File: config.mk
export PLATFORM = sky130hd
export DESIGN_NAME = if_stage
export DESIGN_NICKNAME = d
export VERILOG_FILES = /design/src/rtl/if_stage.sv
export SDC_FILE = /design/constraint.sdc
export NUM_CORES = 1
export LEC_CHECK = 0
export ABC_AREA = 1
export BUFFER_PORTS_ARGS = -buffer_cell sky130_fd_sc_hd__buf_2
export CORE_ASPECT_RATIO = 0.8
export CORE_MARGIN = 2
export CORE_UTILIZATION = 40
export CTS_CLUSTER_DIAMETER = 80
export DETAILED_ROUTE_END_ITERATION = 10
export MAX_ROUTING_LAYER = met4
export PLACE_DENSITY = 0.66
export SKIP_CTS_REPAIR_TIMING = 1
export SLEW_MARGIN = 15
export SYNTH_ARGS = -nofsm -noshare
export SYNTH_HDL_FRONTEND = slang
export SYNTH_SLANG_ARGS = --single-unit
File: constraint.sdc
create_clock -name clk -period 3.15 [get_ports clk]
set_input_delay 0.315 -clock clk [delete_from_list [all_inputs] [get_ports clk]]
set_output_delay 0.315 -clock clk [all_outputs]
set_load 0.005 [all_outputs]
File: src/rtl/if_stage.sv
// ---------------------------------------------------------------------------
// if_stage
// Instruction-fetch stage of the 5-stage core, directly upstream of the IF/ID
// pipe register. It owns the PC and issues one outstanding request at a time
// on a req/gnt/rvalid instruction bus. It holds the returned word until ID
// takes it through the valid/ready_go/allow_in handshake. EX redirects
// (branch, jump, flush) are handled here, and a response that is already in
// flight when a redirect arrives is drained and dropped.
//
// Parameters
//   AW        PC / instruction address width
//   DW        instruction word width
//   RESET_PC  PC value loaded on reset
//
// Ports
//   clk             in   core clock, all state on the rising edge
//   rst             in   asynchronous reset, active-high
//   jump_en         in   redirect request from EX
//   jump_addr       in   redirect target (bits [1:0] forced to zero)
//   allow_in_id     in   IF/ID register can accept this cycle
//   inst_req        out  instruction bus request
//   inst_addr       out  request address (current pc)
//   inst_gnt        in   request accepted this cycle
//   inst_rvalid     in   response valid (in order, >= 1 cycle after gnt)
//   inst_rdata      in   response word
//   pc_if           out  PC of the held instruction
//   instruction_if  out  held instruction
//   valid_if        out  stage holds a fetched instruction
//   ready_go_if     out  held instruction may advance
// ---------------------------------------------------------------------------
module if_stage #(
    parameter int              AW       = 32,
    parameter int              DW       = 32,
    parameter logic [AW-1:0]   RESET_PC = '0
) (
    input  logic          clk,
    input  logic          rst,
    input  logic          jump_en,
    input  logic [AW-1:0] jump_addr,
    input  logic          allow_in_id,
    output logic          inst_req,
    output logic [AW-1:0] inst_addr,
    input  logic          inst_gnt,
    input  logic          inst_rvalid,
    input  logic [DW-1:0] inst_rdata,
    output logic [AW-1:0] pc_if,
    output logic [DW-1:0] instruction_if,
    output logic          valid_if,
    output logic          ready_go_if
);

    localparam logic [1:0] S_IDLE = 2'd0;
    localparam logic [1:0] S_REQ  = 2'd1;
    localparam logic [1:0] S_WAIT = 2'd2;
    localparam logic [1:0] S_FULL = 2'd3;

    logic [1:0]    r_state;
    logic [AW-1:0] r_pc;
    logic          r_discard;
    logic [AW-1:0] r_pc_if;
    logic [DW-1:0] r_inst;

    logic [1:0]    w_state_nxt;
    logic [AW-1:0] w_pc_nxt;
    logic          w_discard_nxt;
    logic          w_capture;
    logic [AW-1:0] w_jump_target;
    logic [AW-1:0] w_pc_inc;

    assign w_jump_target = {jump_addr[AW-1:2], 2'b00};
    assign w_pc_inc      = r_pc + AW'(4);

    // A redirect takes priority over everything else in every state.
    // r_discard marks a bus response that is still owed for a request
    // issued before the redirect. Only one request is ever outstanding,
    // so a single flag is enough to track it.
    always_comb begin
        w_state_nxt   = r_state;
        w_pc_nxt      = r_pc;
        w_discard_nxt = r_discard;
        w_capture     = 1'b0;
        case (r_state)
            S_IDLE: begin
                w_state_nxt = S_REQ;
                if (jump_en) begin
                    w_pc_nxt = w_jump_target;
                end
            end
            S_REQ: begin
                if (jump_en) begin
                    w_pc_nxt = w_jump_target;
                end
                // The bus accepted the old address on the same edge as the
                // redirect, so its response must be drained and dropped.
                if (inst_gnt) begin
                    w_state_nxt   = S_WAIT;
                    w_discard_nxt = jump_en;
                end
            end
            S_WAIT: begin
                if (jump_en) begin
                    w_pc_nxt = w_jump_target;
                    if (inst_rvalid) begin
                        w_state_nxt   = S_REQ;
                        w_discard_nxt = 1'b0;
                    end else begin
                        w_discard_nxt = 1'b1;
                    end
                end else if (inst_rvalid) begin
                    if (r_discard) begin
                        w_state_nxt   = S_REQ;
                        w_discard_nxt = 1'b0;
                    end else begin
                        w_capture   = 1'b1;
                        w_state_nxt = S_FULL;
                    end
                end
            end
            S_FULL: begin
                // ready_go_if is low during a redirect, so a jump always
                // drops the held word instead of handing it to ID.
                if (jump_en) begin
                    w_pc_nxt    = w_jump_target;
                    w_state_nxt = S_REQ;
                end else if (allow_in_id) begin
                    w_pc_nxt    = w_pc_inc;
                    w_state_nxt = S_REQ;
                end
            end
            default: begin
                w_state_nxt = S_IDLE;
            end
        endcase
    end

    always_ff @(posedge clk or posedge rst) begin
        if (rst) begin
            r_state   <= S_IDLE;
            r_pc      <= RESET_PC;
            r_discard <= 1'b0;
        end else begin
            r_state   <= w_state_nxt;
            r_pc      <= w_pc_nxt;
            r_discard <= w_discard_nxt;
        end
    end

    // The held instruction and its PC change only when a response is captured.
    always_ff @(posedge clk or posedge rst) begin
        if (rst) begin
            r_pc_if <= RESET_PC;
            r_inst  <= '0;
        end else if (w_capture) begin
            r_pc_if <= r_pc;
            r_inst  <= inst_rdata;
        end
    end

    assign inst_req       = (r_state == S_REQ);
    assign inst_addr      = r_pc;
    assign valid_if       = (r_state == S_FULL);
    assign ready_go_if    = valid_if & ~jump_en;
    assign pc_if          = r_pc_if;
    assign instruction_if = r_inst;

endmodule

; Yosys cells after proc, flatten, opt, wreduce, memory -nomap -nowiden
; Index checks and enable logic that the tools add are counted.
[totals]
reg_bits = 99
latchBits = 0
mem_bits_rw = 0
romBits = 0
inputBits = 70
output_inout_bits = 99
word_cells = 43
n_memories = 0
[classes]
add_sub_neg = 1
multipliers = 0
n_div = 0
n_lt_le_gt_ge = 0
n_eq_ne = 8
n_shift = 0
n_mux = 21
bitwise = 2
reduce_logical = 6
[ops]
columns = operator, count
row1 = two-way mux 32 bit, 3
row2 = one-hot mux 32 bit (2 select lines), 1
row3 = adder 32 x 3 -> 32 bit (second input constant), 1
row4 = two-way mux 2 bit, 7
row5 = two-way mux 1 bit, 8
row6 = one-hot mux 2 bit (4 select lines), 1
row7 = != test 3 bit (second input constant), 2
row8 = AND reduction 3 bit, 2
row9 = == test 2 bit (second input constant), 2
row10 = != test 2 x 1 -> 1 bit (second input constant), 2
row11 = OR reduction 3 bit, 1
row12 = == test 2 x 1 -> 1 bit (second input constant), 1
row13 = logical NOT 2 bit, 1
row14 = != test 2 bit (second input constant), 1
row15 = one-hot mux 1 bit (2 select lines), 1
row16 = AND reduction 2 bit, 1
row17 = nonzero test 2 bit, 1
row18 = AND 1 bit, 1
row19 = inverter 1 bit, 1

; Depth between registers and ports, before layout
[depth]
word_depth = 4
depth_mapped = 10
ltp_nobuf = 10

; Worst setup path after synthesis
; No wires, ideal clock.
[synth_path]
path_kind = flip-flop to flip-flop
startpoint = register r_pc[3] (netlist: inst_addr[3])
endpoint = register r_pc[26] (netlist: inst_addr[26])
setup_ns = 0.116
arrival_ns = 1.447
required_time_ns = 3.034
slack_ns = 1.586
stages_incl_launch_ff = 11
path_buffers = 0
period_less_slack_ns = 1.564
cell_sequence = dfrtp_1 ha_1 inv_1 nor2_2 nand2_2 nor2_4 nand2_1 nand2_1 nand3_1 nand2_1 nand2_1
[synth_via]
elab_chain_len = 4
[synth_lines]
columns = item, line_no
row1 = start: declaration, 58  ; logic [AW-1:0] r_pc;
row2 = start signal: assignment, 143  ; r_pc <= w_pc_nxt;
row3 = adder 32 x 3 -> 32 bit, 71  ; assign w_pc_inc = r_pc + AW'(4);
row4 = two-way mux 32 bit, 125  ; end else if (allow_in_id) begin
row5 = two-way mux 32 bit, 122  ; if (jump_en) begin
row6 = one-hot mux 32 bit (2 select lines), 82  ; case (r_state)
; No other way between the ends. The select of a mux whose other input is x is not followed.
; A chain may end at the register's enable or synchronous reset.

; Final worst setup path
[layout_path]
startpoint = register r_state[0]
endpoint = output ready_go_if
[layout_via]
elab_chain_len = 2
[layout_lines]
columns = item, line_no
row1 = start: declaration, 57  ; logic [1:0] r_state;
row2 = start signal: assignment, 142  ; r_state <= w_state_nxt;
row3 = == test 2 bit, 161  ; assign valid_if = (r_state == S_FULL);
row4 = AND 1 bit, 162  ; assign ready_go_if = valid_if & ~jump_en;
row5 = end: declaration, 49  ; output logic ready_go_if
; No other way between the ends.

==> summary.txt <==
Status -> completed
Post-synth cell types -> 35
Clk buf depth -> 2
Arrival time of the worst setup path -> 1.94 ns
CP top delay family -> buffers and inverters
Die Wd -> 127.4 um
Worst path required time -> 2.83 ns
Initial DRC Count -> 248
Num CTS Buffers -> 9
# IOs -> 169
Critical Path Source Type -> register
Final worst path period share -> 0.7167
Async SR Flop Fraction -> 1.000
CTS tree -> built
RSZ-0062 raised after global routing -> false
Core Region -> 0.01203 mm^2
Post-synthesis sequential area ratio -> 0.4882
Routability cong. -> 0.9370
Slew @ Worst Pin -> 0.9490 ns
CTS clock-pin slew for the worst setup and hold paths -> 0.07 ns
Mux contribution to synthesized area -> 0.08094
Count of flip-flops with a built-in enable after synthesis -> 0
R2r setup slk -> 0.98 ns
Fillcell total -> 1178
Yosys top cell by area -> dfrtp_1
Synth area leaders -> dfrtp_1, nand2_1, mux2_2
Synthesized area per cell -> 8.296 um^2
H-tree levels -> 3
Top cell type's share of synthesized area -> 0.4882
Wirelength per Cell -> 14.62 um
Setup crit end kind -> output port
Die area -> 0.01308 mm^2
Worst min path class -> in2async
Xor-xnor portion of the synthesized cell area -> 0.003597
Layout net count -> 816
Final setup violation count -> 0
Antenna Nets Post-Route -> 0
Synth warn -> 0
TritonCTS Sinks -> 95
Worst-path fanout max -> 31
Syn Std Cell Area -> 0.004870 mm^2
Main combinational cell family by area after synthesis -> simple AND/OR/NAND/NOR gates
Setup CP Type -> reg2out
First-pass GRT wire length -> 21040 um
Layout Area Growth over Synthesis -> 24.77%
Vias per cell -> 4.862
Worst-Skew Late Latency -> 0.35 ns
Power density cells -> 843.0 mW/mm^2
Slowest-stage cell, CP -> dfrtp_1
Max-Cap Viols -> 0
GRT Residual Overflow -> 0
Count of input and output buffers -> 162
Post-DP HPWL -> 9709 um
Seq cells post-synth -> 95
Std-Cell Rows -> 36
Fin. Hold Viols -> 0
Root Driver -> clkbuf_16
CP Cell Sequence -> ha_1 > nand2_4 > inv_2 > buf_12 > buf_2
Most common cell after layout, fill and taps aside -> nand2_1
Buf+Inv Stages, Crit Path -> 3
# DRC -> 0
Post-Synth Simple-Gate Area -> 0.2551
Vias in the first global route -> 4176
Commonest non-fill, non-tap cells in the layout -> nand2_1, buf_2, dfrtp_1
Final worst-path setup slack -> 0.8923 ns
Min Tclk post-route -> 2.258 ns
Largest net degree at the start of global routing -> 90
Via count -> 4371
Leakage power -> 3.144 nW
VDD IR max -> 0.4489 mV
Clock Skew -> 0.01033 ns
Layout cells sized above 1 -> 0.3190
Post-Synth Adder-Cell Area -> 0.01285
Mapped Cells -> 587
Dominant synthesized flop cell -> dfrtp_1
Die height -> 102.7 um
Crit-path max cell delay -> 0.43 ns
Total track usage -> 0.2146
TNS Setup -> 0 ns
Synth Area in Compound Gates -> 0.08428
Slew HR -> 0.3650
Final max-slew violation count -> 0
Drt pass-1 iters -> 4
Initial Utilization -> 0.4049
Routed WL -> 13150 um
Achievable Freq -> 442.9 MHz
Initial antenna violation count -> 1
Place WS -> 1.002 ns
[layer usage]
metal	up-vias	GRT usage	wire, um
li1	2189	-	-
met1	2040	0.2825	6287
met2	130	0.3270	5829
met3	12	0.06798	859
met4	0	0.04903	170
met5	-	-	0
[worst reg2reg max path: stages, from the launching register on]
cell	delay, ns
dfrtp_1	0.44
inv_1	0.08
ha_1	0.18
inv_1	0.08
nor3_2	0.22
nand2_4	0.52
mux2_2	0.55
[cell usage after synthesis, types with 6 or more instances]
master and number:
clkbuf_1 6, nand2_1 171, nor2_1 81, o21ai_0 43, mux2_2 35, a21oi_1 7, buf_4 6, o22ai_1 6
inv_1 47, dfrtp_1 95, nand3_1 33, buf_2 6, buf_6 6
[sequential cells by signal, indices dropped and copies added (netlist names)]
signal          cells
inst_addr          30
instruction_if     32
pc_if              30
r_discard           1
r_state             2
[worst paths after layout]
| check | from | to | depth (start not counted) |
|---|---|---|---|
| worst max-delay path | r_state[0] | ready_go_if | 5 |
| worst min-delay path | rst | instruction_if[17] | 2 |
| worst max register to register | r_state[0] | instruction_if[5] | 6 |
| worst min register to register | pc_if[6] | pc_if[6] | 2 |
| max in group asynchronous | rst | pc_if[23] | 3 |
| min in group clk | inst_rdata[9] | instruction_if[9] | 2 |
[cell families (layout without fill, tap and decap cells)]
logic type,after synthesis,count (layout)
muxes,35,35
buffers and inverters,75,231
and+or+nand+nor,302,302
other,1,5
AOI/OAI and AO/OA,72,72
adders and majority gates,5,5
xor gates and xnor gates,2,2
DFF,95,95
[where the power goes]
part           internal, mW  leakage (nW)  switching (mW)  total (mW)
Combinational         0.849          1.82           0.976        1.82
Clock                 0.634         0.155           0.509        1.14
Sequential             1.75          1.17           0.407        2.15
[final cells by class]
cell class / instances / area, um^2 / share of cell area
well taps: 152 / 190.2 / 0.03130
flip-flops and latches: 95 / 2377 / 0.3913
inverters: 51 / 198.9 / 0.03274
clock inverters: 7 / 83.83 / 0.01380
diodes: 1 / 2.502 / 0.0004119
clock buffers: 9 / 225.2 / 0.03707
repair buffers: 164 / 850.8 / 0.1400
multi-input cells: 420 / 2147 / 0.3534
[stage by stage]
| step | cells | hold slack (ns) | total power, mW | area (um^2) | utilization |
|---|---|---|---|---|---|
| after global placement | 882 | 0.4507 | 3.936 | 5764 | 0.4793 |
| after detailed placement | 882 | 0.4653 | 4.019 | 5764 | 0.4793 |
| after CTS | 898 | 0.08153 | 5.187 | 6073 | 0.5050 |
| after global routing | 899 | 0.1173 | 5.556 | 6076 | 0.5052 |
| final | 899 | 0.06836 | 5.122 | 6076 | 0.5052 |
| after floorplan | 590 | 0.4655 | 3.153 | 4881 | - |
No activity file was read; power rests on OpenSTA's default activity.
